## src/rtl/wash_pkg.sv

```systemverilog
// Shared definitions for the wash cycle controller: phase encodings, mode
// constants and the per-mode phase-duration table.
package wash_pkg;

  typedef enum logic [2:0] {
    PH_IDLE  = 3'd0,
    PH_FILL  = 3'd1,
    PH_WASH  = 3'd2,
    PH_RINSE = 3'd3,
    PH_SPIN  = 3'd4,
    PH_DONE  = 3'd5,
    PH_PAUSE = 3'd6
  } phase_e;

  localparam logic [3:0] MODE_LIGHT  = 4'b0001;
  localparam logic [3:0] MODE_NORMAL = 4'b0010;
  localparam logic [3:0] MODE_HEAVY  = 4'b0100;
  localparam logic [3:0] MODE_SPIN   = 4'b1000;

  function automatic logic is_one_hot(input logic [3:0] mode);
    logic ok;
    case (mode)
      MODE_LIGHT, MODE_NORMAL, MODE_HEAVY, MODE_SPIN: ok = 1'b1;
      default:                                        ok = 1'b0;
    endcase
    return ok;
  endfunction

  // Seconds spent in a timed phase; non-timed phases and unknown modes are 0.
  function automatic logic [4:0] phase_secs(input logic [3:0] mode, input phase_e ph);
    logic [4:0] s;
    s = 5'd0;
    case (mode)
      MODE_LIGHT: begin
        case (ph)
          PH_FILL:  s = 5'd2;
          PH_WASH:  s = 5'd3;
          PH_RINSE: s = 5'd2;
          PH_SPIN:  s = 5'd2;
          default:  s = 5'd0;
        endcase
      end
      MODE_NORMAL: begin
        case (ph)
          PH_FILL:  s = 5'd2;
          PH_WASH:  s = 5'd5;
          PH_RINSE: s = 5'd3;
          PH_SPIN:  s = 5'd3;
          default:  s = 5'd0;
        endcase
      end
      MODE_HEAVY: begin
        case (ph)
          PH_FILL:  s = 5'd2;
          PH_WASH:  s = 5'd8;
          PH_RINSE: s = 5'd4;
          PH_SPIN:  s = 5'd4;
          default:  s = 5'd0;
        endcase
      end
      MODE_SPIN: begin
        case (ph)
          PH_SPIN:  s = 5'd4;
          default:  s = 5'd0;
        endcase
      end
      default: s = 5'd0;
    endcase
    return s;
  endfunction

  // First timed phase after ph whose duration is nonzero, else DONE.
  function automatic phase_e next_run_phase(input logic [3:0] mode, input phase_e ph);
    phase_e nxt;
    if (ph < PH_FILL && phase_secs(mode, PH_FILL) != 5'd0) begin
      nxt = PH_FILL;
    end else if (ph < PH_WASH && phase_secs(mode, PH_WASH) != 5'd0) begin
      nxt = PH_WASH;
    end else if (ph < PH_RINSE && phase_secs(mode, PH_RINSE) != 5'd0) begin
      nxt = PH_RINSE;
    end else if (ph < PH_SPIN && phase_secs(mode, PH_SPIN) != 5'd0) begin
      nxt = PH_SPIN;
    end else begin
      nxt = PH_DONE;
    end
    return nxt;
  endfunction

endpackage

```

## src/rtl/sec_timer.sv

```systemverilog
// One-second prescaler plus per-phase seconds down-counter. Loading a zero
// value clears both counters.
module sec_timer
  import wash_pkg::*;
#(
  parameter int TICKS_PER_SEC = 50_000_000,
  parameter int SEC_W         = 5
) (
  input  logic             clk,
  input  logic             rst,
  input  logic             load,
  input  logic [SEC_W-1:0] load_value,
  input  logic             enable,
  output logic [SEC_W-1:0] sec_left,
  output logic             expire
);

  localparam int PRE_W = (TICKS_PER_SEC > 1) ? $clog2(TICKS_PER_SEC) : 1;
  localparam logic [PRE_W-1:0] PRE_MAX = PRE_W'(TICKS_PER_SEC - 1);

  logic [PRE_W-1:0] presc_d, presc_q;
  logic [SEC_W-1:0] sec_d, sec_q;

  // Counter update: load wins over counting
  always_comb begin
    presc_d = presc_q;
    sec_d   = sec_q;
    if (load) begin
      sec_d   = load_value;
      presc_d = (load_value == {SEC_W{1'b0}}) ? {PRE_W{1'b0}} : PRE_MAX;
    end else if (enable) begin
      if (presc_q == {PRE_W{1'b0}}) begin
        presc_d = PRE_MAX;
        sec_d   = sec_q - SEC_W'(1);
      end else begin
        presc_d = presc_q - PRE_W'(1);
      end
    end else begin
      presc_d = presc_q;
    end
  end

  // Counter registers
  always_ff @(posedge clk) begin
    if (rst) begin
      presc_q <= {PRE_W{1'b0}};
      sec_q   <= {SEC_W{1'b0}};
    end else begin
      presc_q <= presc_d;
      sec_q   <= sec_d;
    end
  end

  assign sec_left = sec_q;
  assign expire   = (presc_q == {PRE_W{1'b0}}) && (sec_q == SEC_W'(1));

endmodule

```

## src/rtl/wash_cycle_controller.sv

```systemverilog
// Coin-laundry cycle sequencer: fill, wash, rinse, spin for a latched one-hot
// mode, with door-interlock pause and abort. Outputs are registered.
module wash_cycle_controller
  import wash_pkg::*;
#(
  parameter int TICKS_PER_SEC = 50_000_000,
  parameter int SEC_W         = 5
) (
  input  logic             clk,
  input  logic             rst,
  input  logic [3:0]       Mode,
  input  logic             Start,
  input  logic             DoorClosed,
  input  logic             Abort,
  output logic             isRunning,
  output logic [2:0]       Phase,
  output logic [SEC_W-1:0] SecLeft,
  output logic             WaterValve,
  output logic             Motor,
  output logic             DrainPump,
  output logic             Done
);

  phase_e state_d, state_q;
  phase_e saved_d, saved_q;
  logic [3:0] mode_d, mode_q;

  logic             t_load, t_enable, t_expire;
  logic [SEC_W-1:0] t_value;

  logic running_d, running_q, valve_d, valve_q;
  logic motor_d, motor_q, drain_d, drain_q, done_d, done_q;

  sec_timer #(
    .TICKS_PER_SEC(TICKS_PER_SEC),
    .SEC_W        (SEC_W)
  ) u_timer (
    .clk       (clk),
    .rst       (rst),
    .load      (t_load),
    .load_value(t_value),
    .enable    (t_enable),
    .sec_left  (SecLeft),
    .expire    (t_expire)
  );

  // Next state: start qualification, then abort > door > timer in running phases
  always_comb begin
    state_d  = state_q;
    saved_d  = saved_q;
    mode_d   = mode_q;
    t_load   = 1'b0;
    t_value  = {SEC_W{1'b0}};
    t_enable = 1'b0;
    case (state_q)
      PH_IDLE: begin
        if (Start && DoorClosed && !Abort && is_one_hot(Mode)) begin
          mode_d  = Mode;
          state_d = next_run_phase(Mode, PH_IDLE);
          t_load  = 1'b1;
          t_value = SEC_W'(phase_secs(Mode, state_d));
        end else begin
          state_d = PH_IDLE;
        end
      end
      PH_FILL, PH_WASH, PH_RINSE, PH_SPIN: begin
        if (Abort) begin
          state_d = PH_IDLE;
          t_load  = 1'b1;
        end else if (!DoorClosed) begin
          saved_d = state_q;
          state_d = PH_PAUSE;
        end else if (t_expire) begin
          state_d = next_run_phase(mode_q, state_q);
          t_load  = 1'b1;
          t_value = SEC_W'(phase_secs(mode_q, state_d));
        end else begin
          t_enable = 1'b1;
        end
      end
      PH_PAUSE: begin
        if (Abort) begin
          state_d = PH_IDLE;
          t_load  = 1'b1;
        end else if (DoorClosed) begin
          state_d = saved_q;
        end else begin
          state_d = PH_PAUSE;
        end
      end
      PH_DONE: state_d = PH_IDLE;
      default: begin
        state_d = PH_IDLE;
        t_load  = 1'b1;
      end
    endcase
  end

  // Actuator decode from the next state so outputs line up with Phase
  always_comb begin
    running_d = 1'b0;
    valve_d   = 1'b0;
    motor_d   = 1'b0;
    drain_d   = 1'b0;
    done_d    = 1'b0;
    case (state_d)
      PH_FILL: begin
        running_d = 1'b1;
        valve_d   = 1'b1;
      end
      PH_WASH: begin
        running_d = 1'b1;
        motor_d   = 1'b1;
      end
      PH_RINSE, PH_SPIN: begin
        running_d = 1'b1;
        motor_d   = 1'b1;
        drain_d   = 1'b1;
      end
      PH_PAUSE: running_d = 1'b1;
      PH_DONE:  done_d    = 1'b1;
      default:  running_d = 1'b0;
    endcase
  end

  // State and output registers
  always_ff @(posedge clk) begin
    if (rst) begin
      state_q   <= PH_IDLE;
      saved_q   <= PH_IDLE;
      mode_q    <= 4'b0000;
      running_q <= 1'b0;
      valve_q   <= 1'b0;
      motor_q   <= 1'b0;
      drain_q   <= 1'b0;
      done_q    <= 1'b0;
    end else begin
      state_q   <= state_d;
      saved_q   <= saved_d;
      mode_q    <= mode_d;
      running_q <= running_d;
      valve_q   <= valve_d;
      motor_q   <= motor_d;
      drain_q   <= drain_d;
      done_q    <= done_d;
    end
  end

  assign Phase      = state_q;
  assign isRunning  = running_q;
  assign WaterValve = valve_q;
  assign Motor      = motor_q;
  assign DrainPump  = drain_q;
  assign Done       = done_q;

endmodule

```

## config.mk

```make
export PLATFORM = sky130hd
export DESIGN_NAME = wash_cycle_controller
export DESIGN_NICKNAME = d
export VERILOG_FILES = /design/src/rtl/wash_pkg.sv /design/src/rtl/sec_timer.sv /design/src/rtl/wash_cycle_controller.sv
export SDC_FILE = /design/constraint.sdc
export NUM_CORES = 1
export LEC_CHECK = 0
export ABC_AREA = 1
export BUFFER_PORTS_ARGS = -buffer_cell sky130_fd_sc_hd__buf_2
export CORE_UTILIZATION = 30
export CTS_BUF_LIST = sky130_fd_sc_hd__clkbuf_4
export DETAILED_ROUTE_END_ITERATION = 16
export GPL_ROUTABILITY_DRIVEN = 0
export PLACE_DENSITY_LB_ADDON = 0.25
export SYNTH_ARGS = -nofsm -noshare
export SYNTH_HDL_FRONTEND = slang
export SYNTH_SLANG_ARGS = --single-unit
```

## constraint.sdc

```tcl
create_clock -name clk -period 1.9 [get_ports clk]
set_input_delay 0.19 -clock clk [delete_from_list [all_inputs] [get_ports clk]]
set_output_delay 0.19 -clock clk [all_outputs]
set_load 0.02 [all_outputs]
```

==> summary.md, run 1 <==
| Metric | Value |
|---|---|
| Status | `finished, violations left` |
| Violated checks | `setup timing` |
| Antenna viol nets, final | `0` |
| Max Transition Viols Final | `0` |
| Seq/Total Area, Yosys | `0.278` |
| Netlist cell types | `41` |
| Die Ht | `107 microns` |
| Sequential power share | `0.384` |
| Worst-margin pin slew | `0.430 ns` |
| CP Launch Type | `flop` |
| Worst setup margin | `-0.0383 ns` |
| Detailed Routing Iterations Pass 1 | `4` |
| Initial antenna violation count | `0` |
| Cell count after synthesis | `490` |
| Worst skew pair latency | `0.39 ns` |
| CP Max Fanout | `5` |
| Starting Density | `0.307` |
| PwrDens | `542 nW/um^2` |
| Nets@finish | `612` |
| Internal power | `1.61 mW` |
| Yosys top cell area share | `0.278` |
| Mean routed wirelength per cell | `13.6 microns` |
| Vias in the first global route | `3300` |
| Slew margin rel. | `0.713` |
| WP data required | `2.19 ns` |
| Skew final | `0.0117 ns` |
| Setup crit start | `mode_q[1]` |
| Multi-input gate area | `2530 sq um` |
| Gr usage total | `0.172` |
| Fillers | `1038` |
| Reg clk slew, reported paths | `0.17 ns` |
| Worst Hold Launch | `Mode[1]` |
| DP HPWL | `6.59 mm` |
| Reg-to-Reg Start | `mode_q[1]` |
| List of most frequent post-synthesis cells | `nor2_1, nand2_1, inv_1` |
| Clk network pwr share | `0.208` |
| Period utilization | `1.02` |
| Placeable Area | `10800 sq um` |
| Final instance area | `4880 sq um` |
| Routed vias/inst | `4.74` |
| Placed cell count | `703` |
| Sequential cell area | `971 sq um` |
| Setup tns final | `-0.303 ns` |
| Synthesis-to-finish area growth | `47.3%` |
| Part of the power in combinational logic | `0.408` |
| Global route overflow | `0` |
| RSZ-0062 raised after global routing | `true` |
| First-pass GRT wire length | `15.7 mm` |
| Net Count, Synth | `503` |
| Endpoint type of the worst setup path | `flop` |
| Clk sinks | `46` |
| Crit path arrival time | `2.23 ns` |
| Peak supply drop | `304 uV` |
| Asr flop ratio synth | `0` |
| Largest net degree at the start of global routing | `30` |
| DRC Markers | `0` |
| Mean Syn Cell Area | `6.77 sq um` |
| Final Critical Period | `1.94 ns` |
| Antenna cells | `0` |
| Total power | `2.65 mW` |
| Max-cap violations | `0` |
| Psw | `1.04 mW` |
| DP Area | `3980 sq um` |
| Hold Slack | `0.111 ns` |
| Layout Cells excl Fill | `740` |
| Die footprint | `11500 sq um` |
| FF+latch count, synth | `46` |
| 1st-iter DRT viols | `107` |
| Leak pwr | `2.29 nW` |
| Share of cells above drive strength 1 | `0.515` |
| Die Wd | `107 microns` |
| Number of synthesized flops with an enable pin | `0` |
| Mapped cell area | `3320 sq um` |
| Input/output buffers | `21` |
| Routed wire length | `10.0 mm` |
| # H-tree levels | `2` |
| Sw Share | `0.392` |
| Yosys warns | `0` |
| CTS tree | `done` |
| Fmax | `516 MHz` |
| Ranking of synthesized cells by area | `dfxtp_1, nor2_1, nand2_1` |
| Setup CP Type | `flop to flop` |
| Vias | `3506` |
| CTS Buf Count | `5` |
| Rows | `38` |
| Cell taking the most area after synthesis | `dfxtp_1` |
| Synth Flop Type | `dfxtp_1` |
| Most frequent cell after synthesis | `nor2_1` |
| Post-Place Setup Slack | `-0.210 ns` |
| Clock Path Buffers | `2` |
| Final hold vios | `0` |
| Root buf cell | `clkbuf_4` |
| Final setup viols | `17` |
| Hold crit path type | `input port to flop` |
| Util after Layout | `0.452` |
| # IOs | `22` |
power by group through the flow:
| stage | clock, mW | sequential, mW | combinational, mW |
|---|---|---|---|
| detailed placement | 0 | 1.03 | 0.888 |
| floorplan | 0 | 1.04 | 0.573 |
| global placement | 0 | 1.03 | 0.883 |
| finish | 0.550 | 1.02 | 1.08 |
| global route | 0.604 | 1.02 | 1.18 |
| CTS | 0.565 | 1.01 | 0.963 |
per-layer routing:
metal | up-vias | global-route usage | wire (microns)
met1 | 1632 | 0.221 | 4600
met3 | 8 | 0.0207 | 265
met5 | - | 0 | 0
met4 | 0 | 0.0382 | 99
li1 | 1812 | - | -
met2 | 54 | 0.307 | 5070
critical path, cell delays in order, from the launching register on:
cell and delay, ns:
dfxtp_4 0.42, inv_2 0.06, nor2_4 0.11, nand2_2 0.09
nand3_4 0.12, nand2_2 0.09, nand3_2 0.09, nand3_2 0.10
a21oi_4 0.21, nand4_4 0.19, buf_12 0.20, nor2_2 0.12
nor2_2 0.05
final timing paths:
path                   endpoint  slack [ns]  cells after the start
max          u_timer.presc_q[0]       -0.04                     12
min                   mode_q[1]        0.11                      3
max reg2reg  u_timer.presc_q[0]       -0.04                     12
min reg2reg  u_timer.presc_q[8]        0.52                      2
cells in the final DEF, fill, tap and decap left out, drive strengths merged, types with 5 or more instances in the layout:
cell,n
nand2,86
dfxtp,46
a31oi,5
nor3,11
inv,60
clkbuf,7
nand4,7
a21oi,39
buf,109
nor2,127
xor2,14
o21ai,34
nand3,36
cell families after synthesis:
logic type / synth area share
AO/OA/AOI/OAI: 0.136
adder cells (fa/ha/maj): 0.0151
AND/OR/NAND/NOR: 0.429
flip-flops: 0.278
XOR/XNOR: 0.0475
buffers and inverters: 0.0940
what timing repair did:
item / CTS / global route
hold buffers: 0 / 0
pin swaps: 30 / 29
gates cloned: 3 / 3
buffers inserted: 13 / 10
resized for setup: 57 / 119
setup endpoints to repair: 36 / 39
registers in the layout, summed over array words and instances (netlist names), 3 cells and up:
name and count:
Phase 3, u_timer.sec_left 5, u_timer.presc_q 26, mode_q 4, saved_q 3
area by class of cell:
| class | instances | area share |
|---|---|---|
| Clock inverter | 3 | 0.00512 |
| Inverter | 57 | 0.0494 |
| Clock buffer | 5 | 0.00769 |
| Sequential cell | 46 | 0.199 |
| Timing Repair Buffer | 111 | 0.181 |
| Timing Repair inverter | 2 | 0.00359 |
| Multi-Input combinational cell | 376 | 0.519 |
| Tap cell | 140 | 0.0359 |
Note: power is estimated with default switching activity, not from simulation.
==> run 2: changes to the inputs <==
- ABC_AREA: 1 -> not set
==> summary.md, run 2 <==
| Metric | Value |
|---|---|
| Status | `finished, violations left` |
| Violated checks | `setup timing` |
| Skew final | `0.00786 ns (-0.00385 ns)` |
| Routed vias/inst | `5.10 (+7.6%)` |
| Endpoint type of the worst setup path | `flop` |
| Ranking of synthesized cells by area | `dfxtp_1, nor2_1, xor2_1` |
| Netlist cell types | `68 (+66%)` |
| Asr flop ratio synth | `0 (unchanged)` |
| FF+latch count, synth | `46 (unchanged)` |
| Slew margin rel. | `0.677 (-0.0365)` |
| First-pass GRT wire length | `16.5 mm (+5.2%)` |
| PwrDens | `562 nW/um^2 (+3.7%)` |
| Synth Flop Type | `dfxtp_1` |
| DRC Markers | `0 (unchanged)` |
| Post-Place Setup Slack | `-0.255 ns (-0.0450 ns)` |
| # IOs | `22 (unchanged)` |
| Die Wd | `104 microns (-2.9%)` |
| Final hold vios | `0 (unchanged)` |
| Nets@finish | `539 (-12%)` |
| Sequential cell area | `945 sq um (-2.7%)` |
| Synthesis-to-finish area growth | `57.3%` |
| Cell count after synthesis | `381 (-22%)` |
| # H-tree levels | `2 (unchanged)` |
| Mean Syn Cell Area | `8.20 sq um (+21%)` |
| Worst skew pair latency | `0.37 ns (-0.02 ns)` |
| Crit path arrival time | `2.40 ns (+0.17 ns)` |
| Die Ht | `104 microns (-2.9%)` |
| Most frequent cell after synthesis | `nor2_1` |
| Initial antenna violation count | `0 (unchanged)` |
| Detailed Routing Iterations Pass 1 | `4 (unchanged)` |
| Antenna viol nets, final | `0 (unchanged)` |
| Reg with most FFs | `u_timer.presc_q` |
| WP data required | `2.23 ns (+0.04 ns)` |
| Clock Path Buffers | `2 (unchanged)` |
| Setup CP Type | `flop to flop` |
| Gr usage total | `0.189 (+0.0170)` |
| Final Critical Period | `2.07 ns (+0.131 ns)` |
| Leak pwr | `2.03 nW (-11%)` |
| Input/output buffers | `21 (unchanged)` |
| Yosys warns | `0 (unchanged)` |
| CP Max Fanout | `3 (-2)` |
| Placeable Area | `9950 sq um (-7.8%)` |
| Peak supply drop | `283 uV (-6.8%)` |
| Clk sinks | `46 (unchanged)` |
| DP HPWL | `6.89 mm (+4.5%)` |
| Worst-margin pin slew | `0.478 ns (+0.0480 ns)` |
| Number of synthesized flops with an enable pin | `0 (unchanged)` |
| Cell taking the most area after synthesis | `dfxtp_1` |
| Reg clk slew, reported paths | `0.15 ns (-0.02 ns)` |
| Mean routed wirelength per cell | `15.4 microns (+14%)` |
| Share of cells above drive strength 1 | `0.524 (+0.00872)` |
| Root buf cell | `clkbuf_4` |
| Max Transition Viols Final | `0 (unchanged)` |
| Leading cell type in the layout, fill and taps excluded | `buf_4` |
| Yosys top cell area share | `0.295 (+0.0169)` |
| Max-cap violations | `0 (unchanged)` |
| Vias | `3366 (-4.0%)` |
| CTS Buf Count | `5 (unchanged)` |
| Global route overflow | `0 (unchanged)` |
| Largest register FFs | `26 (unchanged)` |
| Antenna cells | `0 (unchanged)` |
| Hold crit path type | `input port to flop` |
| Vias in the first global route | `3327 (+0.82%)` |
| Starting Density | `0.314 (+0.00677)` |
| Die footprint | `10800 sq um (-5.6%)` |
| Total power | `2.76 mW (+4.4%)` |
| Multi-input gate area | `2450 sq um (-3.2%)` |
| List of most frequent post-synthesis cells | `nor2_1, dfxtp_1, o21ai_0` |
| Final setup viols | `27 (+10)` |
| Routed wire length | `10.2 mm (+1.5%)` |
| RSZ-0062 raised after global routing | `true` |
| Hold_buf cts | `0 (unchanged)` |
| Worst setup margin | `-0.169 ns (-0.131 ns)` |
| Largest net degree at the start of global routing | `20 (-33%)` |
| Net Count, Synth | `394 (-22%)` |
| 1st-iter DRT viols | `163 (+52%)` |
| DP Area | `4220 sq um (+6.0%)` |
| Seq/Total Area, Yosys | `0.295 (+0.0169)` |
| Commonest non-fill, non-tap cells in the layout | `buf_4, nor2_1, dfxtp_1, buf_2, xor2_1` |
| Fillers | `925 (-11%)` |
| Mapped cell area | `3130 sq um (-5.7%)` |
| CTS tree | `done` |
| Fmax | `483 MHz (-6.3%)` |
| Period utilization | `1.09 (+0.0688)` |
| CP Launch Type | `flop` |
| Rows | `36 (-5.3%)` |
| Final instance area | `4920 sq um (+0.67%)` |
[run 2: cell types whose count changed after synthesis, moves of 10 or more]
cell / previous run / this run
a211oi_2: 0 / 10
nor2_2: 29 / 2
o21ai_1: 20 / 9
o21ai_0: 14 / 27
nor2_1: 90 / 56
nand3_1: 31 / 15
inv_1: 48 / 9
a21oi_1: 36 / 12
nand2_1: 78 / 20
[run 2: cells by family (layout without fill, tap and decap cells)]
family	count (synthesis)	count (layout)	share of synthesized area
AND/OR/NAND/NOR	166	166	0.301
flip-flops	46	46	0.295
AO/OA/AOI/OAI	103	103	0.240
adder cells (fa/ha/maj)	4	4	0.0160
buffers and inverters	31	177	0.0596
multiplexers	3	3	0.0100
XOR/XNOR	28	28	0.0785
[run 2: worst max-delay path: stages (launching register included)]
cell and delay, ns:
dfxtp_2 0.36, inv_2 0.08, ha_4 0.13, nor4b_4 0.20
buf_4 0.16, nand4_1 0.20, buf_4 0.22, nor4_4 0.23
xor2_1 0.26, a21oi_4 0.07, nor2_1 0.10
[run 2: repair_timing]
| action | in CTS | in global routing |
|---|---|---|
| gates resized for setup | 69 | 46 |
| gates cloned | 3 | 0 |
| setup endpoints to repair | 37 | 37 |
| hold endpoints to repair | 0 | 0 |
| buffers inserted | 20 | 10 |
| pin swaps | 35 | 32 |
[run 2: metal layers]
| layer | routed length (microns) | vias to the layer above | global-route usage |
|---|---|---|---|
| li1 | - | 1692 | - |
| met1 | 4910 | 1611 | 0.256 |
| met3 | 286 | 11 | 0.0251 |
| met4 | 118 | 0 | 0.0531 |
| met2 | 4880 | 52 | 0.313 |
| met5 | 0 | - | 0 |
[run 2: area by class of cell]
cell class | count | share of cell area
multi-input cells | 304 | 0.499
repair buffers | 160 | 0.257
flip-flops and latches | 46 | 0.192
well taps | 133 | 0.0339
clock buffers | 6 | 0.00916
inverters | 9 | 0.00687
clock inverters | 2 | 0.00178
[run 2: metrics by stage]
step                 util  hold slack, ns  instances  setup TNS, ns
floorplan               -           0.326        381         -0.891
global placement    0.424           0.445        625          -2.50
detailed placement  0.424           0.451        625          -4.00
CTS                 0.475           0.189        656          -1.76
global route        0.494           0.205        660          -6.02
finish              0.494           0.203        660          -2.64
[run 2: worst paths after layout]
kind	from	endpoint	slack, ns	cells past startpoint
worst max register to register	u_timer.presc_q[1]	u_timer.sec_left[2]	-0.17	10
worst min-delay path	Mode[1]	mode_q[1]	0.20	4
worst min register to register	saved_q[2]	saved_q[2]	0.47	2
worst max-delay path	u_timer.presc_q[1]	u_timer.sec_left[2]	-0.17	10
[run 2: power breakdown]
part | switching [mW] | total (mW) | internal [mW]
clock network | 0.354 | 0.508 | 0.154
registers | 0.0294 | 1.02 | 0.993
logic | 0.630 | 1.23 | 0.599
